## config.mk

```make
export PLATFORM = sky130hd
export DESIGN_NAME = telemetry_framer
export DESIGN_NICKNAME = d
export VERILOG_FILES = /design/src/rtl/telemetry_pkg.sv /design/src/rtl/telemetry_framer.sv
export SDC_FILE = /design/constraint.sdc
export NUM_CORES = 1
export LEC_CHECK = 0
export ABC_AREA = 0
export CELL_PAD_IN_SITES_DETAIL_PLACEMENT = 0
export CELL_PAD_IN_SITES_GLOBAL_PLACEMENT = 2
export CORE_ASPECT_RATIO = 0.75
export CORE_MARGIN = 4
export CORE_UTILIZATION = 34
export CTS_CLUSTER_DIAMETER = 40
export DETAILED_ROUTE_END_ITERATION = 12
export MAX_ROUTING_LAYER = met4
export PLACE_DENSITY = 0.83
export SLEW_MARGIN = 20
export SYNTH_ARGS = -nofsm -noshare
export SYNTH_HDL_FRONTEND = slang
export SYNTH_SLANG_ARGS = --single-unit
```

## constraint.sdc

```tcl
create_clock -name clk -period 5.15 [get_ports clk]
set_clock_uncertainty 0.2 [all_clocks]
set_input_delay 1.03 -clock clk [delete_from_list [all_inputs] [get_ports clk]]
set_output_delay 1.03 -clock clk [all_outputs]
set_load 0.05 [all_outputs]
```

## src/rtl/telemetry_pkg.sv

```systemverilog
// Shared definitions for the telemetry framer: FSM encoding, default sync byte,
// payload byte positions and the status-byte layout.
package telemetry_pkg;

  localparam logic [2:0] ST_IDLE    = 3'd0;
  localparam logic [2:0] ST_SEND    = 3'd1;
  localparam logic [2:0] ST_GAP     = 3'd2;
  localparam logic [2:0] ST_WAITRDY = 3'd3;
  localparam logic [2:0] ST_DONE    = 3'd4;

  localparam logic [7:0] DEFAULT_SYNC_BYTE = 8'hA5;

  localparam int POS_MOISTURE    = 0;
  localparam int POS_TEMPERATURE = 1;
  localparam int POS_LIGHT       = 2;
  localparam int POS_STATUS      = 3;

  typedef struct packed {
    logic [1:0] health;
    logic       pump;
    logic       fan;
    logic       alarm;
    logic [2:0] rsvd;
  } status_t;

  function automatic logic [7:0] pack_status(input logic [1:0] health, input logic pump,
                                             input logic fan, input logic alarm);
    status_t s;
    s.health = health;
    s.pump   = pump;
    s.fan    = fan;
    s.alarm  = alarm;
    s.rsvd   = 3'b000;
    return s;
  endfunction

endpackage

```

## src/rtl/telemetry_framer.sv

```systemverilog
// Snapshots a payload on start and emits SYNC, SEQ, payload, CHECKSUM one byte
// at a time to a UART transmitter whose ready drops the cycle after an accept.
module telemetry_framer
  import telemetry_pkg::*;
#(
  parameter int         NUM_BYTES = 4,
  parameter logic [7:0] SYNC_BYTE = DEFAULT_SYNC_BYTE
) (
  input  logic                   clk,
  input  logic                   rst_n,
  input  logic                   start,
  input  logic [8*NUM_BYTES-1:0] data_in,
  output logic [7:0]             tx_data,
  output logic                   tx_valid,
  input  logic                   tx_ready,
  output logic                   busy,
  output logic                   done,
  output logic [7:0]             seq,
  output logic                   overrun,
  output logic [2:0]             dbg_state
);

  localparam int            IW       = $clog2(NUM_BYTES + 3);
  localparam logic [IW-1:0] LAST_IDX = IW'(NUM_BYTES + 2);

  // Handshake: a byte moves on a rising edge with tx_valid && tx_ready both high;
  // tx_valid/tx_data stay stable in SEND until that edge.
  logic [2:0]             state_q, state_d;
  logic [IW-1:0]          idx_q, idx_d;
  logic [8*NUM_BYTES-1:0] shadow_q, shadow_d;
  logic [7:0]             frame_seq_q, frame_seq_d;
  logic [7:0]             csum_q, csum_d;
  logic [7:0]             seq_q, seq_d;
  logic                   overrun_q, overrun_d;
  logic [7:0]             cur_byte;

  always_comb begin
    cur_byte = csum_q;
    if (idx_q == '0) begin
      cur_byte = SYNC_BYTE;
    end else if (idx_q == IW'(1)) begin
      cur_byte = frame_seq_q;
    end else if (idx_q != LAST_IDX) begin
      for (int k = 0; k < NUM_BYTES; k++) begin
        if (idx_q == IW'(k + 2)) cur_byte = shadow_q[8*k +: 8];
      end
    end
  end

  always_comb begin
    state_d     = state_q;
    idx_d       = idx_q;
    shadow_d    = shadow_q;
    frame_seq_d = frame_seq_q;
    csum_d      = csum_q;
    seq_d       = seq_q;
    overrun_d   = overrun_q | (start && (state_q != ST_IDLE));
    case (state_q)
      ST_IDLE: begin
        if (start) begin
          shadow_d    = data_in;
          frame_seq_d = seq_q;
          idx_d       = '0;
          csum_d      = 8'h00;
          state_d     = ST_SEND;
        end
      end
      ST_SEND: begin
        if (tx_ready) begin
          if (idx_q == LAST_IDX) begin
            state_d = ST_DONE;
          end else begin
            // SYNC is excluded from the checksum.
            if (idx_q != '0) csum_d = csum_q ^ cur_byte;
            idx_d   = idx_q + IW'(1);
            state_d = ST_GAP;
          end
        end
      end
      ST_GAP:     state_d = ST_WAITRDY;
      ST_WAITRDY: if (tx_ready) state_d = ST_SEND;
      ST_DONE: begin
        seq_d   = seq_q + 8'd1;
        state_d = ST_IDLE;
      end
      default:    state_d = ST_IDLE;
    endcase
  end

  always_ff @(posedge clk or negedge rst_n) begin
    if (!rst_n) begin
      state_q     <= ST_IDLE;
      idx_q       <= '0;
      shadow_q    <= '0;
      frame_seq_q <= 8'h00;
      csum_q      <= 8'h00;
      seq_q       <= 8'h00;
      overrun_q   <= 1'b0;
    end else begin
      state_q     <= state_d;
      idx_q       <= idx_d;
      shadow_q    <= shadow_d;
      frame_seq_q <= frame_seq_d;
      csum_q      <= csum_d;
      seq_q       <= seq_d;
      overrun_q   <= overrun_d;
    end
  end

  assign tx_valid  = (state_q == ST_SEND);
  assign tx_data   = tx_valid ? cur_byte : 8'h00;
  assign busy      = (state_q != ST_IDLE);
  assign done      = (state_q == ST_DONE);
  assign seq       = seq_q;
  assign overrun   = overrun_q;
  assign dbg_state = state_q;

endmodule

```

==> results.toml <==
[pwr]
ir_drop_uv = 220
post-layout-total-power_uw = 2680
leakage_uw = 0.00209
power_density_mw_per_mm2 = 599

[synthesis]
synth-warning-count = 0
synthesis.area_mm2 = 0.00350
async_flop_share_pct = 100
yosys.area.top_type = "dfrtp_1"
synth_top_area_share_pct = 45.0
synth_edf_count = 0
ys_seq_elements = 63
syn_inst = 411
seq_area_frac_synth_pct = 45.0
syn_area_per_cell_um2 = 8.52
synthTopCellsByArea = "dfrtp_1 45%, nand2_1 15%, mux2i_1 3.4%"
syn-num-nets = 453
synthFlopType = "dfrtp_1"
synth_cell_types = 47

[hold_path]
hold_path_depth = 1
hold_path.class = "reg2reg"

[floorplan]
start_util_pct = 35.5
die-area_mm2 = 0.0120
num_rows = 31
die_w_um = 125
dieHeight_um = 95.9
core-area_mm2 = 0.00985
io_pins = 59

[place]
io_buffer_count = 58
hpwl_mm = 6.99
gp_congestion = 0.829

[detailed_routing]
drc_errors = 0
dr.pass1.iters = 4
drtIter0Drc = 157
vias = 2992
drt-vias-per-instance = 4.99
drtAntennaViolNets = 0
drt-total-wl_mm = 9.86
wire_per_inst_um = 16.4

[worst_setup_path]
timing.rr.end = "csum_q[7]"
startpoint_type = "flip-flop"
r2r_start = "idx_q[1]"
end_kind = "output pin"
path_class = "reg2out"
critPathArrivalTime_ns = 3.33
worstPathCellList = "inv_1, ha_1, or2_2, a2bb2oi_1, o21a_1, o221ai_1, a21oi_1, clkdlybuf4s50_1"
reg2reg_depth = 7
critPathMaxFanout = 25
crit_end = "tx_data[6]"
crit_path_max_incr_delay_ns = 0.83
cp_data_required_time_ns = 3.92
crit_start = "idx_q[1]"
ff2ff_setup_slack_ns = 2.46
slowest_stage = "clkdlybuf4s50_1"

[layout]
utilization_pct = 45.4
drive_gt1_share_pct = 7.49
nNetsFinal = 505
final_cell_mix = "136 x nand2_1, 63 x dfrtp_1, 57 x clkdlybuf4s50_1"
area_delta_synth_final_pct = 27.8
layout_commonest_cell = "nand2_1"

[global_routing]
grt_max_degree = 44
overflow = 0
grt_antenna_before_repair = 1
grt_pass1_wl_mm = 16.1
busiest_layer = "met2"
grt_pass1_vias = 2983
track_usage_pct = 17.9
met1_usage_pct = 24.7
met2_usage_pct = 25.4
use_met3_pct = 5.38

[sta]
fin_setup_tns_ns = 0
final_hold_viol_count = 0
rsz0062_at_grt = "false"
setup_viol = 0
relSlewSlack_pct = 30.3
period_share_pct = 88.6
holdWs_ns = 0.268
max_freq_mhz = 219
period_needed_ns = 4.56
final_max_slew_viol_count = 0
worst_slew_pin_slew_ns = 1.05

[cts]
clk_pin_slew_worst_paths_ns = 0.06
numCtsBuffers = 9
insertion_delay_ns = 0.33
root_buffer = "clkbuf_16"
post_cts_buffers = 0
clockBufferDepth = 2
ctsHoldBuffers = 0
htreeDepth = 3
ctsResizeCount = 0
cts_tree = "yes"
cts_sinks = 63

[run]
cap_violations = 0

[status]
run_status = "finished, final reports clean"
[critical path, delay by kind of cell (launching register included)]
| kind | cells | cell delay (ns) |
|---|---|---|
| adders and majority gates | 1 | 0.50 |
| and+or+nand+nor | 1 | 0.48 |
| DFF | 1 | 0.38 |
| AOI/OAI and AO/OA | 4 | 0.73 |
| buffers and inverters | 2 | 0.92 |
[through the flow]
step                      setup slack (ns)  std cells  instance area (um2)
after floorplan                       1.38        411                 3500
after global placement                1.01        584                 4170
after detailed placement             0.961        584                 4170
after CTS                            0.568        599                 4470
after global routing                 0.394        600                 4470
final                                0.585        600                 4470
[where the power goes]
| part | leakage (uW) | switching (uW) | internal [uW] |
|---|---|---|---|
| Clock | 0.000151 | 215 | 395 |
| Combinational | 0.00112 | 787 | 486 |
| Sequential | 0.000813 | 142 | 656 |
| Total | 0.00209 | 1140 | 1540 |
[per-layer routing]
metal | share of wire (%) | up-vias
met5 | 0 | -
met4 | 1.2 | 0
met3 | 4.5 | 11
met2 | 43 | 54
met1 | 51 | 1428
li1 | - | 1499
[cell type report]
cell class              count  area [um2]
repair buffers             64         623
inverters                   8        30.0
clock buffers              11         253
flip-flops and latches     63        1580
well taps                 132         165
clock inverters             4        45.0
fillers                   987        5380
multi-input cells         317        1780
diodes                      1        2.50
[cells by family after synthesis]
kind of cell | Yosys count | synth area share (%)
AO/OA/AOI/OAI | 78 | 15.7
XOR/XNOR | 7 | 1.75
adder cells (fa/ha/maj) | 6 | 2.14
buffers and inverters | 31 | 4.18
flip-flops | 63 | 45.0
multiplexers | 14 | 4.07
AND/OR/NAND/NOR | 212 | 27.1
[flip-flops by register name, indices dropped and copies added (netlist names)]
signal	count
idx_q	3
shadow_q	32
seq	8
dbg_state	3
csum_q	8
frame_seq_q	8
overrun	1
[worst min path at each step]
stage	start	endpoint
after global routing	shadow_q[16]	shadow_q[16]
after detailed placement	overrun	overrun
final	overrun	overrun
after global placement	overrun	overrun
after floorplan	shadow_q[16]	shadow_q[16]
after CTS	overrun	overrun
[synth_stat cells, drive strengths merged (2+ instances only)]
master	count
mux2	2
a22oi	4
nor3b	7
a31oi	2
a21oi	17
a21o	2
nor2	20
xnor2	4
and3b	3
xor2	3
and3	5
o221ai	5
nand2b	11
ha	6
and2	2
buf	10
mux2i	12
nand3	13
o21bai	3
o2bb2ai	2
nand2	137
o21a	7
nor2b	4
a211oi	5
clkbuf	13
or2	4
a221oi	2
inv	8
o31ai	3
a2bb2oi	5
o21ai	16
dfrtp	63
a22o	3
Power figures use the tool's default switching activity.
